<file path="src/rtl/peripheral_pkg.sv">
// Shared types and defaults for the operation calculator: opcode and FSM state
// encodings plus the default operand/opcode widths.
package peripheral_pkg;

    localparam int DEF_WIDTH = 32;
    localparam int DEF_OPW   = 3;

    typedef enum logic [2:0] {
        OP_ADD = 3'd0,
        OP_SUB = 3'd1,
        OP_AND = 3'd2,
        OP_OR  = 3'd3,
        OP_XOR = 3'd4,
        OP_MUL = 3'd5,
        OP_DIV = 3'd6,
        OP_REM = 3'd7
    } op_e;

    typedef enum logic [1:0] {
        S_IDLE = 2'd0,
        S_CALC = 2'd1,
        S_ITER = 2'd2,
        S_DONE = 2'd3
    } state_e;

endpackage

</file>
<file path="src/rtl/peripheral_muldiv_iter.sv">
// Bit-serial datapath: shift-add multiply (low WIDTH bits) and restoring divide.
// Outputs show the value after the current step, so the last step can be captured directly.
module peripheral_muldiv_iter #(
    parameter int WIDTH = 32
) (
    input  logic             clk,
    input  logic             reset,
    input  logic             load,
    input  logic             step,
    input  logic             mode,
    input  logic [WIDTH-1:0] a,
    input  logic [WIDTH-1:0] b,
    output logic [WIDTH-1:0] product,
    output logic [WIDTH-1:0] quotient,
    output logic [WIDTH-1:0] remainder
);

    logic [WIDTH-1:0] r_mcand;
    logic [WIDTH-1:0] r_mplier;
    logic [WIDTH-1:0] r_acc;
    logic [WIDTH-1:0] r_quo;
    logic [WIDTH-1:0] r_div;
    logic [WIDTH-1:0] r_rem;

    logic [WIDTH-1:0] w_acc_nxt;
    logic [WIDTH:0]   w_shift;
    logic [WIDTH:0]   w_diff;
    logic             w_fits;
    logic [WIDTH-1:0] w_rem_nxt;
    logic [WIDTH-1:0] w_quo_nxt;

    assign w_acc_nxt = r_acc + (r_mplier[0] ? r_mcand : '0);

    // The partial remainder stays below the divisor, so WIDTH+1 bits hold the shifted value
    // and the top bit of the difference is a clean borrow flag.
    assign w_shift   = {r_rem, r_quo[WIDTH-1]};
    assign w_diff    = w_shift - {1'b0, r_div};
    assign w_fits    = ~w_diff[WIDTH];
    assign w_rem_nxt = w_fits ? w_diff[WIDTH-1:0] : w_shift[WIDTH-1:0];
    assign w_quo_nxt = {r_quo[WIDTH-2:0], w_fits};

    assign product   = w_acc_nxt;
    assign quotient  = w_quo_nxt;
    assign remainder = w_rem_nxt;

    always_ff @(posedge clk or negedge reset) begin
        if (!reset) begin
            r_mcand  <= '0;
            r_mplier <= '0;
            r_acc    <= '0;
            r_quo    <= '0;
            r_div    <= '0;
            r_rem    <= '0;
        end else if (load) begin
            r_mcand  <= a;
            r_mplier <= b;
            r_acc    <= '0;
            r_quo    <= a;
            r_div    <= b;
            r_rem    <= '0;
        end else if (step) begin
            if (!mode) begin
                r_acc    <= w_acc_nxt;
                r_mcand  <= {r_mcand[WIDTH-2:0], 1'b0};
                r_mplier <= {1'b0, r_mplier[WIDTH-1:1]};
            end else begin
                r_rem <= w_rem_nxt;
                r_quo <= w_quo_nxt;
            end
        end
    end

endmodule

</file>
<file path="src/rtl/peripheral_opcalc.sv">
// Operation calculator: captures a request, runs a one-cycle ALU or the iterative
// multiply/divide unit, and reports result/error with a one-cycle done strobe.
module peripheral_opcalc
    import peripheral_pkg::*;
#(
    parameter int WIDTH = DEF_WIDTH,
    parameter int OPW   = DEF_OPW
) (
    input  logic             clk,
    input  logic             reset,
    input  logic             start,
    input  logic [OPW-1:0]   opsel,
    input  logic [WIDTH-1:0] dataA,
    input  logic [WIDTH-1:0] dataB,
    output logic [WIDTH-1:0] result,
    output logic             busy,
    output logic             done,
    output logic             error
);

    localparam int CW = $clog2(WIDTH) + 1;

    state_e           r_state;
    state_e           w_state_nxt;
    logic [OPW-1:0]   r_op;
    logic [WIDTH-1:0] r_a;
    logic [WIDTH-1:0] r_b;
    logic [CW-1:0]    r_cnt;
    logic [WIDTH-1:0] r_result;
    logic             r_error;
    logic             r_busy;
    logic             r_done;

    logic             w_sel_iter;
    logic             w_last;
    logic             w_load;
    logic             w_step;
    logic             w_busy_nxt;
    logic             w_done_nxt;
    logic             w_mode;
    logic [WIDTH-1:0] w_alu_res;
    logic             w_alu_err;
    logic [WIDTH-1:0] w_iter_res;
    logic [WIDTH-1:0] w_product;
    logic [WIDTH-1:0] w_quotient;
    logic [WIDTH-1:0] w_remainder;

    assign w_sel_iter = (opsel == OPW'(OP_MUL)) ||
                        (((opsel == OPW'(OP_DIV)) || (opsel == OPW'(OP_REM))) && (dataB != '0));
    assign w_last     = (r_cnt == CW'(WIDTH - 1));
    assign w_mode     = (r_op != OPW'(OP_MUL));

    always_ff @(posedge clk or negedge reset) begin
        if (!reset) begin
            r_state <= S_IDLE;
        end else begin
            r_state <= w_state_nxt;
        end
    end

    always_comb begin
        w_state_nxt = r_state;
        case (r_state)
            S_IDLE:  if (start) w_state_nxt = w_sel_iter ? S_ITER : S_CALC;
            S_CALC:  w_state_nxt = S_DONE;
            S_ITER:  if (w_last) w_state_nxt = S_DONE;
            S_DONE:  w_state_nxt = S_IDLE;
            default: w_state_nxt = S_IDLE;
        endcase
    end

    always_comb begin
        w_load     = (r_state == S_IDLE) && start;
        w_step     = (r_state == S_ITER);
        w_busy_nxt = (w_state_nxt == S_CALC) || (w_state_nxt == S_ITER);
        w_done_nxt = (w_state_nxt == S_DONE);
    end

    // Only faulted DIV/REM (B=0) reach CALC, so those branches produce the fault values.
    always_comb begin
        w_alu_res = '0;
        w_alu_err = 1'b0;
        if (32'(r_op) > 32'd7) begin
            w_alu_err = 1'b1;
        end else begin
            case (op_e'(r_op[2:0]))
                OP_ADD:  w_alu_res = r_a + r_b;
                OP_SUB:  w_alu_res = r_a - r_b;
                OP_AND:  w_alu_res = r_a & r_b;
                OP_OR:   w_alu_res = r_a | r_b;
                OP_XOR:  w_alu_res = r_a ^ r_b;
                OP_DIV: begin
                    w_alu_res = '1;
                    w_alu_err = 1'b1;
                end
                OP_REM: begin
                    w_alu_res = r_a;
                    w_alu_err = 1'b1;
                end
                default: w_alu_res = '0;
            endcase
        end
    end

    always_comb begin
        w_iter_res = w_product;
        if (r_op == OPW'(OP_DIV)) begin
            w_iter_res = w_quotient;
        end else if (r_op == OPW'(OP_REM)) begin
            w_iter_res = w_remainder;
        end
    end

    always_ff @(posedge clk or negedge reset) begin
        if (!reset) begin
            r_op     <= '0;
            r_a      <= '0;
            r_b      <= '0;
            r_cnt    <= '0;
            r_result <= '0;
            r_error  <= 1'b0;
            r_busy   <= 1'b0;
            r_done   <= 1'b0;
        end else begin
            r_busy <= w_busy_nxt;
            r_done <= w_done_nxt;
            if (w_load) begin
                r_op  <= opsel;
                r_a   <= dataA;
                r_b   <= dataB;
                r_cnt <= '0;
            end else if (r_state == S_ITER) begin
                r_cnt <= r_cnt + 1'b1;
            end
            if (r_state == S_CALC) begin
                r_result <= w_alu_res;
                r_error  <= w_alu_err;
            end else if ((r_state == S_ITER) && w_last) begin
                r_result <= w_iter_res;
                r_error  <= 1'b0;
            end
        end
    end

    peripheral_muldiv_iter #(
        .WIDTH(WIDTH)
    ) u_iter (
        .clk       (clk),
        .reset     (reset),
        .load      (w_load),
        .step      (w_step),
        .mode      (w_mode),
        .a         (dataA),
        .b         (dataB),
        .product   (w_product),
        .quotient  (w_quotient),
        .remainder (w_remainder)
    );

    assign result = r_result;
    assign busy   = r_busy;
    assign done   = r_done;
    assign error  = r_error;

endmodule

</file>
<file path="config.mk">
export PLATFORM = sky130hd
export DESIGN_NAME = peripheral_opcalc
export DESIGN_NICKNAME = d
export VERILOG_FILES = /design/src/rtl/peripheral_pkg.sv /design/src/rtl/peripheral_muldiv_iter.sv /design/src/rtl/peripheral_opcalc.sv
export SDC_FILE = /design/constraint.sdc
export NUM_CORES = 1
export LEC_CHECK = 0
export ABC_AREA = 1
export BUFFER_PORTS_ARGS = -buffer_cell sky130_fd_sc_hd__buf_2
export CAP_MARGIN = 20
export CORE_MARGIN = 2
export CORE_UTILIZATION = 45
export CTS_CLUSTER_DIAMETER = 30
export DETAILED_ROUTE_END_ITERATION = 10
export PLACE_DENSITY = 0.67
export SLEW_MARGIN = 40
export SYNTH_ARGS = -nofsm -noshare
export SYNTH_HDL_FRONTEND = slang
export SYNTH_SLANG_ARGS = --single-unit
</file>
<file path="constraint.sdc">
create_clock -name clk -period 4.6 [get_ports clk]
set_input_delay 0.69 -clock clk [delete_from_list [all_inputs] [get_ports clk]]
set_output_delay 0.69 -clock clk [all_outputs]
set_load 0.03 [all_outputs]
</file>
### Word level (Yosys, flattened, before mapping)

Index checks and enable logic that the tools add are counted.

| cells by class | value |
|---|---|
| $add $sub $neg | 5 |
| equality and inequality tests | 18 |
| multiplexer cells | 31 |
| bitwise gates (word level) | 4 |
| reductions and logical operators | 15 |

Operator list:

| kind | count |
|---|---|
| 32-bit 2-to-1 mux | 21 |
| 32-bit one-hot mux with 7 select lines | 1 |
| 32-bit adder | 2 |
| 33-bit by 32-bit subtractor with 33-bit output | 1 |
| 32-bit bitwise AND | 1 |
| 32-bit OR | 1 |
| 32-bit nonzero test | 1 |
| 32-bit subtractor | 1 |
| 32-bit XOR | 1 |
| 3-bit == test, second input constant | 6 |
| 6-bit 2-to-1 mux | 2 |
| 2-bit == test, second input constant | 4 |
| 2-bit one-hot mux with 4 select lines | 1 |
| 6-bit by 1-bit adder with 6-bit output, second input constant | 1 |
| 3-bit by 2-bit == test with 1-bit output, second input constant | 2 |
| 6-bit by 5-bit == test with 1-bit output, second input constant | 1 |
| 2-bit 2-to-1 mux | 3 |
| 2-bit nonzero test | 3 |
| 2-bit by 1-bit == test with 1-bit output, second input constant | 2 |
| 2-bit AND reduction | 2 |
| 3-bit by 1-bit == test with 1-bit output, second input constant | 1 |
| 1-bit logical AND | 3 |
| 3-bit logical NOT | 1 |
| 1-bit logical OR | 3 |
| other kinds (6) | 8 |

| word-level totals | value |
|---|---|
| flip-flop bits (word level) | 270 |
| input port bits | 70 |
| output and inout bits | 35 |
| word-level logic and storage cells | 87 |

### Longest topological paths before layout

| logic depth | value |
|---|---|
| word-level depth | 9 |
| gate-level depth with buffers | 26 |
| depth with buffers taken out | 26 |

### By module

From an unflattened synthesis, not the netlist that was laid out.

| second synthesis, totals | value |
|---|---|
| cell total of the unflattened synthesis | 3403 |
| area, all modules | 23099.7 um^2 |

Modules (own cells, without submodules):

| module | times used | cells an instance | area each (um^2) | seq. area each (um^2) |
|---|---|---|---|---|
| peripheral_muldiv_iter | 1 | 1887 | 13140.1 | 4804.6 |
| peripheral_opcalc | 1 | 1516 | 9959.6 | 2752.6 |

### Least setup slack after synthesis

Ideal clock, no wire load.

| timing | value |
|---|---|
| kind | reg-to-reg |
| start point | register u_iter.r_div[1] |
| end point | register r_result[31] (netlist: result[31]) |
| library setup time | 0.077 ns |
| data arrival time | 3.173 ns |
| required time | 4.523 ns |
| slack | 1.350 ns |
| stages on the path, launching flop included | 26 |
| path buffers | 0 |
| clock period less this slack | 3.250 ns |
| cells stage by stage | dfrtp_1 inv_1 ha_1 nand3_1 nor3_2 nand2_1 nor2_2 nand3_1 nand2_1 o21ai_1 a21oi_1 o21ai_1 xor2_1 ha_1 nand2_1 nor2_1 inv_1 nor2_1 inv_1 nor3_1 nand2_1 nand2_1 nor2_1 o21ai_0 nand2_1 a21oi_1 |

| between the ends | value |
|---|---|
| longest elaborated chain between the ends | 6 |
| elaborated cells between the ends (all ways) | 9 |
| those cells by class | 3 x add/sub; 6 x mux |

RTL lines:

| what | line | text |
|---|---|---|
| start: declaration | peripheral_muldiv_iter.sv:22 | `logic [WIDTH-1:0] r_div;` |
| start signal: assignment | peripheral_muldiv_iter.sv:52 | `r_div <= '0;` |
| start signal: assignment | peripheral_muldiv_iter.sv:59 | `r_div <= b;` |
| 33-bit by 32-bit subtractor with 33-bit output | peripheral_muldiv_iter.sv:37 | `assign w_diff = w_shift - {1'b0, r_div};` |
| 32-bit 2-to-1 mux | peripheral_muldiv_iter.sv:39 | `assign w_rem_nxt = w_fits ? w_diff[WIDTH-1:0] : w_shift[WIDTH-1:0];` |
| 32-bit 2-to-1 mux | peripheral_opcalc.sv:109 | `end else if (r_op == OPW'(OP_REM)) begin` |
| 32-bit 2-to-1 mux | peripheral_opcalc.sv:107 | `if (r_op == OPW'(OP_DIV)) begin` |
| 32-bit 2-to-1 mux | peripheral_opcalc.sv:138 | `end else if ((r_state == S_ITER) && w_last) begin` |
| 32-bit 2-to-1 mux (*) | peripheral_opcalc.sv:135 | `if (r_state == S_CALC) begin` |
| end signal: assignment | peripheral_opcalc.sv:136 | `r_result <= w_alu_res;` |
| end signal: assignment | peripheral_opcalc.sv:139 | `r_result <= w_iter_res;` |
| end: declaration | peripheral_opcalc.sv:29 | `logic [WIDTH-1:0] r_result;` |

Mark *: on every way between the ends. The rest lies on a longest branch, timed or not. The select of a mux whose other input is x is not followed.
A chain may end at the register's enable or synchronous reset.

### Final worst setup path

| timing | value |
|---|---|
| start point | register u_iter.r_div[1] |
| end point | register r_result[17] (netlist: result[17]) |

Same word-level chain as after synthesis.

==> out/results.txt <==
Commonest non-fill, non-tap cell in the layout -> nand2_1
Port Buf Inserts -> 104
Slew @ Worst Pin -> 0.788 ns
Vias -> 22.2k
Die Area -> 48900 µm²
Starting Density -> 0.456
Final clock skew -> 0.0455 ns
Core Footprint -> 46600 µm²
R2r endpoint -> result[17]
Reg-to-reg startpoint -> u_iter.r_div[1]
Synth area leader -> dfrtp_1
Worst hold endpoint -> u_iter.r_div[1]
# IOs -> 105
Die X -> 221 µm
Kind of critical path -> register to register
Final worst-path cycle share -> 0.887
Critical Path Slowest Stage Cell -> nor3_1
Dpl hpwl -> 64000 µm
Relative slew slack -> 0.474
H-tree depth -> 3
Residual DRC -> 0
Worst Hold Depth -> 3
Most frequent cells in the layout -> 940 x nand2_1, 398 x inv_1, 282 x nor2_1
CTS Buf Count -> 76
FP Rows -> 79
CTS sink count -> 270
Drt via density -> 5.65
Global-route wire length before repair -> 126000 µm
GRT Total Usage -> 0.332
Initial antenna violation count -> 3
Worst EP arrival -> 4.62 ns
Post-CTS setup buffer count -> 0
Hold Path Class -> primary input to register
Clock-pin transition on the worst setup and hold timing paths -> 0.04 ns
Buf/Inv on CP -> 2
Cell variety after synth -> 48
F_max -> 245 MHz
Hold path start -> dataB[1]
Reg2Reg Setup Slack -> 0.52 ns
Post-synth EDFFs -> 0
Clk buf depth -> 3
Unrepaired setup endpoints after global routing -> false
Area delta synth->final -> 18.5%
CP delay by family, top -> simple AND/OR/NAND/NOR gates
Dpl ws -> 0.538 ns
CTS root buffer -> clkbuf_16
CP peak stage delay -> 0.54 ns
Hold Vio Cnt, Final -> 0
Worst Reg-to-Reg Cells -> 22
Drt first pass iters -> 6
Final GP Congestion -> 1.02
Register area share after synthesis -> 0.318
Final #Nets -> 3508
Mapped Nets -> 3402
Largest net degree at the start of global routing -> 100
Average wire per standard cell -> 20.9 µm
Top FF cell, synth -> dfrtp_1
YS warnings -> 0
Syn Area/Cell -> 6.71 µm²
Routed wire length -> 82200 µm
Vias in the first global route -> 21.4k
Crit-path cells -> inv_1 > ha_1 > nand3_1 > nor3_2 > nand2_1 > nor2_2 > nand3_1 > nand2_1 > nand2_1 > xor2_1 > ha_1 > nand2_1 > nor2_1 > inv_1 > nor3_1 > nand4_1 > nand3_1 > nor2_1 > nand3b_1 > nand3_1 > a21oi_1 > a21oi_1
Final hold slack -> 0.346 ns
Mapped Area -> 21200 µm²
Crit path max fanout -> 7
Max Cap Viol -> 0
Crit path time final -> 4.08 ns
Iter 0 DRT Violations -> 2093
Worst path depth -> 22
Die Ht -> 221 µm
Worst setup path start -> u_iter.r_div[1]
Clock latency at the later pin of the worst-skew pair -> 0.62 ns
GRT overflow -> 0
Slew Limit Fails -> 0
Asr flop ratio synth -> 1.00
Final setup viols -> 0
TritonCTS clock tree -> built
Cells after Synth -> 3164
Critical Path Source Type -> register
PnR worst setup slack -> 0.519 ns
Status -> finished clean
DRT antenna net count -> 0
Area share of the leading cell type in the synthesized netlist -> 0.318
Layout cell share with drive strength beyond 1 -> 0.0940
Worst Path Required -> 5.14 ns
CP Capture Type -> register
Final TNS setup -> 0 ns
Synth top area cells -> dfrtp_1 32%, nand2_1 17%, ha_1 9.7%
#FFs+latches synth -> 270
stage by stage:
step	util	instances	cell area [µm²]
2_1_floorplan	-	3164	21200
3_3_place_gp	0.480	3797	22300
3_5_place_dp	0.480	3797	22300
4_1_cts	0.539	3936	25100
5_1_grt	0.540	3938	25100
6_report	0.540	3939	25100
registers in the layout, summed over array words and instances, names as in the netlist, 32 cells and up:
| signal | flops |
|---|---|
| r_a | 32 |
| result | 32 |
| u_iter.r_acc | 32 |
| u_iter.r_div | 32 |
| u_iter.r_mcand | 32 |
| u_iter.r_mplier | 32 |
| u_iter.r_quo | 32 |
| u_iter.r_rem | 32 |
cell type report:
cell class,count,area (µm²)
multi-input combinational,2374,12500
timing repair buffer,142,851
fill,4606,21400
clock inverter,38,619
clock buffer,101,2120
inverter,406,1530
sequential,270,6760
antenna,1,2.50
tap,607,759
worst max path at each step:
stage                       endpoint  slack [ns]
final                     result[17]        0.52
after global routing      result[28]        0.05
after CTS                 result[30]        0.50
after detailed placement  result[28]        0.54
after global placement    result[28]        0.53
after floorplan           result[31]        1.35
synthesized netlist by cell type, drive strengths merged (8+ instances only):
cell / instances
a221oi: 13
a211oi: 8
o221ai: 10
nand4: 24
nor3: 30
a21oi: 217
ha: 165
a21o: 34
a32o: 18
clkbuf: 79
nor2: 287
nand3: 165
xor2: 52
nand3b: 15
o21ai: 249
o22ai: 11
nor4: 10
a31oi: 59
buf: 35
or2: 13
dfrtp: 270
inv: 404
nand2: 950
logic make-up (layout without fill, tap and decap cells):
logic type      Yosys count  in the layout  synth area share
compound gates          647            647             0.175
xor+xnor                 58             58            0.0239
fa+ha+maj               168            168             0.100
buf+inv                 520            687            0.0947
flops                   270            270             0.318
other cells               0              1                 0
simple gates           1501           1501             0.288
worst register-to-register path: stages, from the launching register on:
cell and delay, ns:
dfrtp_1 0.38, inv_1 0.21, ha_1 0.21, nand3_1 0.12
nor3_2 0.15, nand2_1 0.15, nor2_2 0.13, nand3_1 0.08
nand2_1 0.14, nand2_1 0.08, xor2_1 0.17, ha_1 0.38
nand2_1 0.11, nor2_1 0.15, inv_1 0.10, nor3_1 0.54
nand4_1 0.21, nand3_1 0.15, nor2_1 0.05, nand3b_1 0.16
nand3_1 0.11, a21oi_1 0.07, a21oi_1 0.16
timing repair:
action                                  4_1_cts  5_1_grt
hold buffers                                  0        1
endpoints found under the setup margin        0        4
hold endpoints to repair                      0       13
resized for setup                             0        3
per-layer routing:
layer / vias up / track usage / wire length, µm
li1: 10578 / - / -
met2: 928 / 0.509 / 36300
met4: 0 / 0.154 / 3870
met5: - / 0 / 0
met3: 187 / 0.0613 / 6040
met1: 10552 / 0.453 / 35900
Power is left out: the tool's default activity adds up to more than one toggle a clock period on the data nets, which glitch-free logic cannot reach.
